**src/rtl/secded_stream_corrector_pkg.sv**
```systemverilog
// rtl/secded_stream_corrector_pkg.sv - SEC-DED helpers: check-bit count, data bit placement, decode class
package secded_pkg;

  typedef enum logic [1:0] {CLEAN, SEC_DATA, SEC_CHK, DED} secded_class_e;

  // Smallest r with 2^r >= data_w + r + 1.
  function automatic int calc_r(input int data_w);
    int r;
    r = 1;
    for (int k = 1; k < 16; k++) begin
      if ((1 << r) < data_w + r + 1) r = r + 1;
    end
    return r;
  endfunction

  // Codeword position of data bit idx: the idx-th non-power-of-two position from 3 upward.
  function automatic int pos_of_data(input int idx);
    int pos;
    int cnt;
    pos = 0;
    cnt = -1;
    for (int p = 3; p < 512; p++) begin
      if (cnt < idx && (p & (p - 1)) != 0) begin
        cnt = cnt + 1;
        pos = p;
      end
    end
    return pos;
  endfunction

endpackage

```
**src/rtl/secded_stream_corrector_if.sv**
```systemverilog
// rtl/secded_stream_corrector_if.sv - beat handshake bundle for the SEC-DED stream corrector
interface secded_stream_corrector_if #(
  parameter int DATA_W = 32,
  parameter int CHK_W  = 7
);
  logic              in_valid;
  logic              in_ready;
  logic [DATA_W-1:0] in_data;
  logic [CHK_W-1:0]  in_chk;
  logic              corr_en;
  logic              out_valid;
  logic              out_ready;
  logic [DATA_W-1:0] out_data;
  logic              out_sec;
  logic              out_ded;

  modport master (
    output in_valid, in_data, in_chk, corr_en, out_ready,
    input  in_ready, out_valid, out_data, out_sec, out_ded
  );

  modport slave (
    input  in_valid, in_data, in_chk, corr_en, out_ready,
    output in_ready, out_valid, out_data, out_sec, out_ded
  );
endinterface

```
**src/rtl/secded_stream_corrector_syndrome.sv**
```systemverilog
// rtl/secded_stream_corrector_syndrome.sv - combinational Hamming syndrome and overall parity
// With chk tied to zero the syndrome output is the encoder's check-bit vector.
module secded_syndrome
  import secded_pkg::*;
#(
  parameter int DATA_W = 32,
  parameter int R      = 6
) (
  input  logic [DATA_W-1:0] data,
  input  logic [R:0]        chk,
  output logic [R-1:0]      syn,
  output logic              par
);

  logic [R-1:0] contrib [DATA_W];

  for (genvar d = 0; d < DATA_W; d++) begin : g_pos
    localparam int P = pos_of_data(d);
    assign contrib[d] = data[d] ? P[R-1:0] : '0;
  end

  always_comb begin
    syn = chk[R-1:0];
    for (int d = 0; d < DATA_W; d++) begin
      syn = syn ^ contrib[d];
    end
  end

  assign par = ^{data, chk};

endmodule

```
**src/rtl/secded_stream_corrector.sv**
```systemverilog
// rtl/secded_stream_corrector.sv - two-stage pipelined SEC-DED decoder with valid/ready back-pressure
// Error counters are built only when SECDED_ERR_CNT_EN is defined.
module secded_stream_corrector
  import secded_pkg::*;
#(
  parameter int DATA_W = 32,
  parameter int CNT_W  = 16
) (
  input  logic                     clk,
  input  logic                     rst_n,
  secded_stream_corrector_if.slave bus,
  input  logic                     clr_cnt,
  output logic [CNT_W-1:0]         sec_cnt,
  output logic [CNT_W-1:0]         ded_cnt
);

  localparam int R = calc_r(DATA_W);
  localparam int N = DATA_W + R;
  localparam logic [R-1:0] N_R   = N[R-1:0];
  localparam logic [R-1:0] ONE_R = R'(1);

  logic [R-1:0]      in_syn;
  logic              in_par;
  logic              s1_valid;
  logic [DATA_W-1:0] s1_data;
  logic [R-1:0]      s1_syn;
  logic              s1_par;
  logic              s1_corr;
  logic              s2_valid;
  logic [DATA_W-1:0] s2_data;
  logic              s2_sec;
  logic              s2_ded;
  logic              s2_ready;
  logic [DATA_W-1:0] hit;
  logic              syn_pow2;
  logic [DATA_W-1:0] corr_data;
  secded_class_e     cls;

  secded_syndrome #(.DATA_W(DATA_W), .R(R)) u_syn (
    .data (bus.in_data),
    .chk  (bus.in_chk),
    .syn  (in_syn),
    .par  (in_par)
  );

  assign s2_ready     = !s2_valid || bus.out_ready;
  assign bus.in_ready = !s1_valid || s2_ready;

  always_ff @(posedge clk or negedge rst_n) begin
    if (!rst_n) begin
      s1_valid <= 1'b0;
      s1_data  <= '0;
      s1_syn   <= '0;
      s1_par   <= 1'b0;
      s1_corr  <= 1'b0;
    end else if (bus.in_ready) begin
      s1_valid <= bus.in_valid;
      if (bus.in_valid) begin
        s1_data <= bus.in_data;
        s1_syn  <= in_syn;
        s1_par  <= in_par;
        s1_corr <= bus.corr_en;
      end
    end
  end

  // One-hot of the data bit addressed by the syndrome, if any.
  for (genvar d = 0; d < DATA_W; d++) begin : g_hit
    localparam int P = pos_of_data(d);
    assign hit[d] = (s1_syn == P[R-1:0]);
  end

  assign syn_pow2 = (s1_syn & (s1_syn - ONE_R)) == '0;

  always_comb begin
    cls = CLEAN;
    if (!s1_par) begin
      cls = (s1_syn == '0) ? CLEAN : DED;
    end else if (syn_pow2) begin
      cls = SEC_CHK;
    end else if (s1_syn > N_R) begin
      cls = DED;
    end else begin
      cls = SEC_DATA;
    end
  end

  assign corr_data = (cls == SEC_DATA && s1_corr) ? (s1_data ^ hit) : s1_data;

  always_ff @(posedge clk or negedge rst_n) begin
    if (!rst_n) begin
      s2_valid <= 1'b0;
      s2_data  <= '0;
      s2_sec   <= 1'b0;
      s2_ded   <= 1'b0;
    end else if (s2_ready) begin
      s2_valid <= s1_valid;
      if (s1_valid) begin
        s2_data <= corr_data;
        s2_sec  <= (cls == SEC_DATA) || (cls == SEC_CHK);
        s2_ded  <= (cls == DED);
      end
    end
  end

  assign bus.out_valid = s2_valid;
  assign bus.out_data  = s2_data;
  assign bus.out_sec   = s2_sec;
  assign bus.out_ded   = s2_ded;

`ifdef SECDED_ERR_CNT_EN
  localparam logic [CNT_W-1:0] CNT_ONE = CNT_W'(1);

  logic [CNT_W-1:0] sec_cnt_q;
  logic [CNT_W-1:0] ded_cnt_q;
  logic             out_fire;

  assign out_fire = s2_valid && bus.out_ready;

  always_ff @(posedge clk or negedge rst_n) begin
    if (!rst_n) begin
      sec_cnt_q <= '0;
      ded_cnt_q <= '0;
    end else if (clr_cnt) begin
      sec_cnt_q <= '0;
      ded_cnt_q <= '0;
    end else if (out_fire) begin
      if (s2_sec && !(&sec_cnt_q)) sec_cnt_q <= sec_cnt_q + CNT_ONE;
      if (s2_ded && !(&ded_cnt_q)) ded_cnt_q <= ded_cnt_q + CNT_ONE;
    end
  end

  assign sec_cnt = sec_cnt_q;
  assign ded_cnt = ded_cnt_q;
`else
  logic unused_clr;
  assign unused_clr = clr_cnt;
  assign sec_cnt    = '0;
  assign ded_cnt    = '0;
`endif

endmodule

```
**src/flat_wrapper.sv**
```systemverilog
// flat-port wrapper written by rule: the top's interface ports become plain ports
module secded_stream_corrector_flat import secded_pkg::*;
#(
  parameter int DATA_W = 32,
  parameter int CNT_W  = 16
)
  (clk, rst_n, clr_cnt, sec_cnt, ded_cnt, bus_in_valid, bus_in_data, bus_in_chk, bus_corr_en, bus_out_ready, bus_in_ready, bus_out_valid, bus_out_data, bus_out_sec, bus_out_ded);
  secded_stream_corrector_if #(.DATA_W(DATA_W), .CHK_W((7))) bus_i ();
  input  logic clk;
  input  logic rst_n;
  input  logic clr_cnt;
  output logic [CNT_W-1:0] sec_cnt;
  output logic [CNT_W-1:0] ded_cnt;
  input wire logic [$bits(bus_i.in_valid)-1:0] bus_in_valid;
  input wire logic [$bits(bus_i.in_data)-1:0] bus_in_data;
  input wire logic [$bits(bus_i.in_chk)-1:0] bus_in_chk;
  input wire logic [$bits(bus_i.corr_en)-1:0] bus_corr_en;
  input wire logic [$bits(bus_i.out_ready)-1:0] bus_out_ready;
  output wire logic [$bits(bus_i.in_ready)-1:0] bus_in_ready;
  output wire logic [$bits(bus_i.out_valid)-1:0] bus_out_valid;
  output wire logic [$bits(bus_i.out_data)-1:0] bus_out_data;
  output wire logic [$bits(bus_i.out_sec)-1:0] bus_out_sec;
  output wire logic [$bits(bus_i.out_ded)-1:0] bus_out_ded;
  assign bus_i.in_valid = bus_in_valid;
  assign bus_i.in_data = bus_in_data;
  assign bus_i.in_chk = bus_in_chk;
  assign bus_i.corr_en = bus_corr_en;
  assign bus_i.out_ready = bus_out_ready;
  assign bus_in_ready = bus_i.in_ready;
  assign bus_out_valid = bus_i.out_valid;
  assign bus_out_data = bus_i.out_data;
  assign bus_out_sec = bus_i.out_sec;
  assign bus_out_ded = bus_i.out_ded;
  secded_stream_corrector #(.DATA_W(DATA_W), .CNT_W(CNT_W)) u_core (.clk(clk), .rst_n(rst_n), .bus(bus_i), .clr_cnt(clr_cnt), .sec_cnt(sec_cnt), .ded_cnt(ded_cnt));
endmodule
```
**config.mk**
```make
export PLATFORM = sky130hd
export DESIGN_NAME = secded_stream_corrector_flat
export DESIGN_NICKNAME = d
export VERILOG_FILES = /design/src/rtl/secded_stream_corrector_pkg.sv /design/src/rtl/secded_stream_corrector_if.sv /design/src/rtl/secded_stream_corrector_syndrome.sv /design/src/rtl/secded_stream_corrector.sv /design/src/flat_wrapper.sv
export SDC_FILE = /design/constraint.sdc
export NUM_CORES = 1
export LEC_CHECK = 0
export ABC_AREA = 1
export BUFFER_PORTS_ARGS = -buffer_cell sky130_fd_sc_hd__buf_2
export CELL_PAD_IN_SITES_DETAIL_PLACEMENT = 0
export CELL_PAD_IN_SITES_GLOBAL_PLACEMENT = 1
export CORE_ASPECT_RATIO = 1.4
export CORE_MARGIN = 5
export CORE_UTILIZATION = 36
export CTS_BUF_LIST = sky130_fd_sc_hd__clkbuf_4 sky130_fd_sc_hd__clkbuf_8 sky130_fd_sc_hd__clkbuf_16
export DETAILED_ROUTE_END_ITERATION = 8
export PLACE_DENSITY = 0.78
export SYNTH_ARGS = -nofsm -noshare
export SYNTH_HDL_FRONTEND = slang
export SYNTH_SLANG_ARGS = --single-unit
```
**constraint.sdc**
```tcl
create_clock -name clk -period 3.62 [get_ports clk]
set_clock_uncertainty 0.1 [all_clocks]
set_input_delay 0.181 -clock clk [delete_from_list [all_inputs] [get_ports clk]]
set_output_delay 0.181 -clock clk [all_outputs]
set_load 0.05 [all_outputs]
```
# Word level (Yosys, flattened, before mapping)
# Index checks and enable logic that the tools add are counted.
word_totals:
  latch_bits: 0
  output_inout_bits: 68
  ramBits: 0
  input_bits: 45
  memories: 0
  regBits: 76
  romBits: 0
classes:
  eq_ne: 35
  muxes: 37
  n_reduce_logical: 11
  n_addsub: 1
  order_cmp: 1
  div: 0
  n_shift: 0
  mul: 0
  bitwise_logic: 34
op_table:
  columns: ["cell", "n"]
  rows:
  - ["6-bit by 5-bit equality test with 1-bit output, second input constant", 15]
  - ["6-bit by 5-bit XOR with 6-bit output", 15]
  - ["5-bit two-way mux", 15]
  - ["6-bit by 4-bit equality test with 1-bit output, second input constant", 7]
  - ["6-bit by 4-bit XOR with 6-bit output", 7]
  - ["6-bit XOR", 7]
  - ["39-bit XOR reduction", 1]
  - ["6-bit equality test, second input constant", 6]
  - ["6-bit two-way mux", 6]
  - ["32-bit two-way mux", 1]
  - ["32-bit XOR", 1]
  - ["4-bit two-way mux", 7]
  - ["6-bit by 3-bit equality test with 1-bit output, second input constant", 3]
  - ["6-bit by 3-bit XOR with 6-bit output", 3]
  - ["6-bit zero test", 2]
  - ["2-bit two-way mux", 5]
  - ["3-bit two-way mux", 3]
  - ["6-bit AND", 1]
  - ["6-bit by 2-bit equality test with 1-bit output, second input constant", 1]
  - ["6-bit > comparator, second input constant", 1]
  - ["6-bit by 1-bit subtractor with 6-bit output, second input constant", 1]
  - ["2-bit equality test, second input constant", 2]
  - ["2-bit AND reduction", 2]
  - ["1-bit logical OR", 3]
  - ["3 further kinds", 4]

# Longest topological paths before layout
logic_depth:
  ltp_word: 33
  mapped_depth: 15

# Hierarchy
# Synthesis repeated with hierarchy kept, for this count alone.
unflattened:
  cells_unflattened: 792
  area_unflattened_um2: 5461.5
by_module_without_submodules:
  columns: ["mod", "n_inst", "area_per_inst_um2", "cells_per_inst", "seq_area_each_um2"]
  rows:
  - ["secded_stream_corrector", 1, 4038.9, 508, 1901.8]
  - ["secded_syndrome", 1, 1422.6, 284, 0.0]

# Worst setup path before layout
# No wires, ideal clock.
synth_path:
  path_type: "reg2reg"
  startpoint: "register u_core.s1_syn[1]"
  endpoint: "register u_core.s2_data[16], in the netlist u_core.bus.out_data[16]"
  slack_ns: 1.277
  stages_incl_launch_ff: 15
  t_arrival_ns: 2.161
  path_buffers: 1
  path_cell_list: "dfrtp_1 > inv_1 > or2_2 > nor2_1 > nand2_1 > o311ai_0 > nand3_1 > nand2_1 > ha_1 > nand2_1 > nor2_2 > buf_2 > nand2_1 > xor2_1 > o21ai_0"
synth_via:
  elab_chain_len: 8
  word_cells_on_any_way: 14
  cone_classes: "add/sub: 1; order compare: 1; eq/ne: 2; mux: 5; bitwise: 2; reduce/logical: 3"
synth_rtl:
  columns: ["element", "line_no", "text"]
  rows:
  - ["start, declared", "secded_stream_corrector.sv:26", "logic [R-1:0] s1_syn;"]
  - ["start signal, assigned", "secded_stream_corrector.sv:60", "s1_syn <= in_syn;"]
  - ["6-bit by 1-bit subtractor with 6-bit output", "secded_stream_corrector.sv:73", "assign syn_pow2 = (s1_syn & (s1_syn - ONE_R)) == '0;"]
  - ["6-bit AND", "secded_stream_corrector.sv:73", null]
  - ["6-bit zero test", "secded_stream_corrector.sv:73", null]
  - ["2-bit two-way mux", "secded_stream_corrector.sv:79", "end else if (syn_pow2) begin"]
  - ["2-bit two-way mux", "secded_stream_corrector.sv:77", "if (!s1_par) begin"]
  - ["2-bit by 1-bit equality test with 1-bit output", "secded_stream_corrector.sv:88", "assign corr_data = (cls == SEC_DATA && s1_corr) ? (s1_data ^ hit) : s1_data;"]
  - ["1-bit logical AND", "secded_stream_corrector.sv:88", null]
  - ["32-bit two-way mux (*)", "secded_stream_corrector.sv:88", null]
  - ["end signal, assigned", "secded_stream_corrector.sv:99", "s2_data <= corr_data;"]
  - ["end, declared", "secded_stream_corrector.sv:30", "logic [DATA_W-1:0] s2_data;"]
# Every way passes the cells marked *; elsewhere a longest branch is shown, timed or not.
# A chain may end at the register's enable or synchronous reset.

# Worst setup path in the final report
layout_path:
  startpoint: "register u_core.s1_syn[1]"
  endpoint: "register u_core.s2_data[14], in the netlist u_core.bus.out_data[14]"
# The elaborated chain is that of the path after synthesis.

==> impl_results.rst <==
.. list-table::
   :header-rows: 1

   * - Metric
     - Value
   * - Result of the run
     - completed
   * - Power per Cell Area
     - 610.6 mW/mm²
   * - Wire per inst
     - around 12 µm
   * - Via count of the first global-routing pass
     - 4103
   * - Worst-Margin Slew
     - 0.9416 ns
   * - Yosys warning total
     - 0
   * - Average cell area after synthesis
     - 7.143 µm²
   * - Classification of the worst-slack hold path
     - input pin to flip-flop
   * - Setup Viol. Count Final
     - 0
   * - Routed metal-1 wire length
     - 5.206 mm
   * - DP Area
     - between 0.005 and 0.006 mm²
   * - #FFs+latches synth
     - 76
   * - Max frequency
     - approximately 340 MHz
   * - Aggregate negative setup slack
     - 0 ns
   * - Worst vdd ir
     - between 0.0002 and 0.00025 V
   * - Required time worst endpoint
     - ~3.8 ns
   * - Wire length of the first global-routing pass
     - 20.28 mm
   * - Number of buffers added by the clock tree synthesis step
     - 9
   * - Area leader, netlist
     - sky130_fd_sc_hd__dfrtp_1
   * - Total standard cell area after synthesis
     - 0.005050 mm²
   * - Half-perimeter wire length after placement
     - approximately 9.7 mm
   * - Clk slew on worst S/H paths
     - 0.06 ns
   * - DRC viols
     - 0
   * - Kind of critical path
     - flip-flop to flip-flop
   * - Element type at the critical path start
     - flip-flop
   * - Portion of the post-synthesis area used by sequential elements
     - 0.3766
   * - RSZ-0062 raised after global routing
     - false
   * - Area growth syn-to-layout
     - 15.46%
   * - Slowest cell on the critical path
     - sky130_fd_sc_hd__nor2_2
   * - Total count of hold-check failures in the final report
     - 0
   * - Topmost layer with routed signal wires
     - met4
   * - Max Root-Sink Buffers
     - 2
   * - Post-route fraction of the period consumed by the critical path
     - 0.8014
   * - Number of cell rows
     - 51
   * - DRC marker count from the first detailed-route iteration
     - 178
   * - Worst Setup Slack post-DPL
     - 0.6888 ns
   * - Cell occurring most often along the worst timing path
     - sky130_fd_sc_hd__nand2_1
   * - Leakage Power
     - just over 3 nW
   * - Most area-consuming cells after synthesis
     - sky130_fd_sc_hd__dfrtp_1, sky130_fd_sc_hd__nand2_1, sky130_fd_sc_hd__xor2_1
   * - Buf+Inv Stages, Crit Path
     - 1
   * - Core Region
     - 0.01385 mm²
   * - Input/output buffers
     - 79
   * - Clock tree from TritonCTS
     - yes
   * - Count of clock tree sinks
     - 76
   * - Slowest cell delay on critical path
     - 0.49 ns
   * - Detailed-routing iteration count for the pre-antenna-repair pass
     - 4
   * - Layout fillers
     - 1504
   * - Post-Syn Instances
     - 707
   * - Synth top area share
     - 0.3766
   * - Number of maximum-capacitance violations
     - 0
   * - Congestion Overflow GR
     - 0
   * - # diodes
     - 0
   * - Number of nets in the layout
     - 829
   * - Slew Limit Fails
     - 0
   * - DIE HEIGHT
     - 150.1 µm
   * - CP delay by family, top
     - simple AND/OR/NAND/NOR gates
   * - Antenna violations before repair
     - 0
   * - Yosys cell types
     - 33
   * - Post-CTS setup repair buffer count
     - 0
   * - Clock latency on the worst-skew pair
     - 0.33 ns
   * - Final WL
     - roughly 12 mm
   * - Final Power
     - 3.560 mW
   * - Worst slack on hold paths
     - 0.02311 ns
   * - Crit path time final
     - 2.901 ns
   * - Final Instance Count excl. Fillers
     - 972
   * - Arrival time worst endpoint
     - about 3 ns
   * - Die Footprint
     - 0.01653 mm²
   * - Crit. End Element
     - flip-flop
   * - Routed wl met3
     - 524 µm
   * - Via density per instance
     - 4.270
   * - Initial Utilization
     - 0.3647
   * - Post-route setup slack
     - 0.7190 ns
   * - Count of pins on the block boundary
     - 113
   * - Chip width
     - between 100 and 150 µm
   * - Slack of the worst reg-to-reg path
     - about 0.7 ns
   * - Antenna-violating nets left
     - 0
   * - Design area
     - slightly below 0.006 mm²
   * - Leading cell type in the layout, fill and taps excluded
     - sky130_fd_sc_hd__nand2_1
   * - Slew HR
     - 0.3722
   * - Critical path peak fanout
     - 14
   * - Total vias in the final route
     - just over 4000
   * - Most frequent cells in the layout
     - sky130_fd_sc_hd__nand2_1, sky130_fd_sc_hd__buf_2, sky130_fd_sc_hd__dfrtp_1
   * - Global placer's final weighted congestion
     - approximately 0.84
   * - CTS HTree Levels
     - 3
   * - Detailed-routed wire length on met2
     - 5.851 mm
   * - Worst-path cell chain
     - inv_1 -> or2_2 -> nor2_1 -> nand2_1 -> o311ai_0 -> nand3_1 -> nand2_1 -> ha_1 -> nand2_1 -> nor2_2 -> nand2_1 -> xor2_1 -> o21ai_0
   * - Largest net degree at the start of global routing
     - 77
   * - Final core utilization
     - 0.4211
   * - CTS root buffer
     - sky130_fd_sc_hd__clkbuf_16
   * - Share of final-layout standard cells stronger than drive strength 1
     - 0.1436
   * - Global-route usage over all layers
     - 0.1568
   * - DP Cell Count
     - ~950
## routing by layer
layer / vias to the layer above / GRT usage
met3: 20 / 0.02145
met4: 0 / 0.07024
li1: 2243 / -
met1: 1801 / 0.1993
met5: - / 0
met2: 86 / 0.2625
## kinds of logic (layout without fill, tap and decap cells)
group / Yosys count / after routing / share of synthesized area
AO/OA/AOI/OAI: 60 / 60 / 0.06145
XOR/XNOR: 86 / 86 / 0.1551
adder cells (fa/ha/maj): 2 / 2 / 0.004955
buffers and inverters: 114 / 163 / 0.1110
flip-flops: 76 / 76 / 0.3766
multiplexers: 2 / 2 / 0.004460
other: 1 / 32 / 0.0007426
AND/OR/NAND/NOR: 366 / 366 / 0.2857
## flip-flops by register name (all words and copies together), names as in the netlist
signal	flops
u_core.s1_corr	1
u_core.bus.out_data	32
u_core.s1_par	1
u_core.s1_syn	6
u_core.s1_valid	1
u_core.bus.out_ded	1
u_core.bus.out_sec	1
u_core.s1_data	32
u_core.bus.out_valid	1
## synth_stat cells
cell and instances:
sky130_fd_sc_hd__ha_1 2, sky130_fd_sc_hd__mux2_2 2, sky130_fd_sc_hd__xnor2_2 2, sky130_fd_sc_hd__inv_1 60, sky130_fd_sc_hd__or2_2 3, sky130_fd_sc_hd__nand3_1 19
sky130_fd_sc_hd__a221oi_1 1, sky130_fd_sc_hd__nand3b_1 3, sky130_fd_sc_hd__buf_1 1, sky130_fd_sc_hd__dfrtp_1 76, sky130_fd_sc_hd__xor2_1 52, sky130_fd_sc_hd__buf_2 5
sky130_fd_sc_hd__or2_1 1, sky130_fd_sc_hd__clkbuf_2 2, sky130_fd_sc_hd__o21ai_0 49, sky130_fd_sc_hd__clkbuf_1 11, sky130_fd_sc_hd__o21ai_1 8, sky130_fd_sc_hd__nor3_2 1
sky130_fd_sc_hd__clkinv_1 1, sky130_fd_sc_hd__buf_4 33, sky130_fd_sc_hd__nand2_2 1, sky130_fd_sc_hd__nor2_1 29, sky130_fd_sc_hd__nor4_2 1, sky130_fd_sc_hd__xor2_2 2
sky130_fd_sc_hd__conb_1 1, sky130_fd_sc_hd__nand2_1 305, sky130_fd_sc_hd__xnor2_1 30, sky130_fd_sc_hd__inv_2 1, sky130_fd_sc_hd__nor3_1 1, sky130_fd_sc_hd__nand4_1 1
sky130_fd_sc_hd__o311ai_0 1, sky130_fd_sc_hd__o21bai_1 1, sky130_fd_sc_hd__nor2_2 1
## worst reg2reg max path: stages (launching register included)
cell                       delay, ns
sky130_fd_sc_hd__dfrtp_1        0.38
sky130_fd_sc_hd__inv_1          0.08
sky130_fd_sc_hd__or2_2          0.31
sky130_fd_sc_hd__nor2_1         0.32
sky130_fd_sc_hd__nand2_1        0.08
sky130_fd_sc_hd__o311ai_0       0.13
sky130_fd_sc_hd__nand3_1        0.13
sky130_fd_sc_hd__nand2_1        0.10
sky130_fd_sc_hd__ha_1           0.14
sky130_fd_sc_hd__nand2_1        0.12
sky130_fd_sc_hd__nor2_2         0.49
sky130_fd_sc_hd__nand2_1        0.14
sky130_fd_sc_hd__xor2_1         0.16
sky130_fd_sc_hd__o21ai_0        0.15
## path summary, 6_finish.rpt
kind                                                       endpoint                          startpoint  cells after the start
worst max register to register  u_core.bus.out_data[14]$_DFFE_PN0P_        u_core.s1_syn[1]$_DFFE_PN0P_                     13
max in group asynchronous        u_core.bus.out_data[0]$_DFFE_PN0P_                               rst_n                      2
worst max-delay path            u_core.bus.out_data[14]$_DFFE_PN0P_        u_core.s1_syn[1]$_DFFE_PN0P_                     13
min in group asynchronous            u_core.s1_data[21]$_DFFE_PN0P_                               rst_n                      2
worst min-delay path                 u_core.s1_data[28]$_DFFE_PN0P_                     bus_in_data[28]                      3
worst min register to register   u_core.bus.out_data[3]$_DFFE_PN0P_  u_core.bus.out_data[3]$_DFFE_PN0P_                      2
## power by group
part	switching [mW]	internal, mW	leakage, nW
Clock	0.320	0.576	0.152
Combinational	1.08	0.389	2.01
Sequential	0.142	1.06	0.938
Total	1.54	2.02	3.10
## cell type report
type,instances,area (µm²),share of cell area
inverters,62,232.7,0.03991
flip-flops and latches,76,1902,0.3262
clock buffers,12,260.3,0.04464
well taps,185,231.5,0.03970
clock inverters,4,47.55,0.008155
multi-input cells,548,2706,0.4642
repair buffers,85,450.4,0.07725
## what timing repair did
| action | 4_1_cts | 5_1_grt |
|---|---|---|
| endpoints found under the hold margin | 78 | 0 |
| hold buffers | 3 | 0 |
| resized for setup | 0 | 0 |
| setup endpoints to repair | 0 | 0 |
Note: power is estimated with default switching activity, not from simulation.
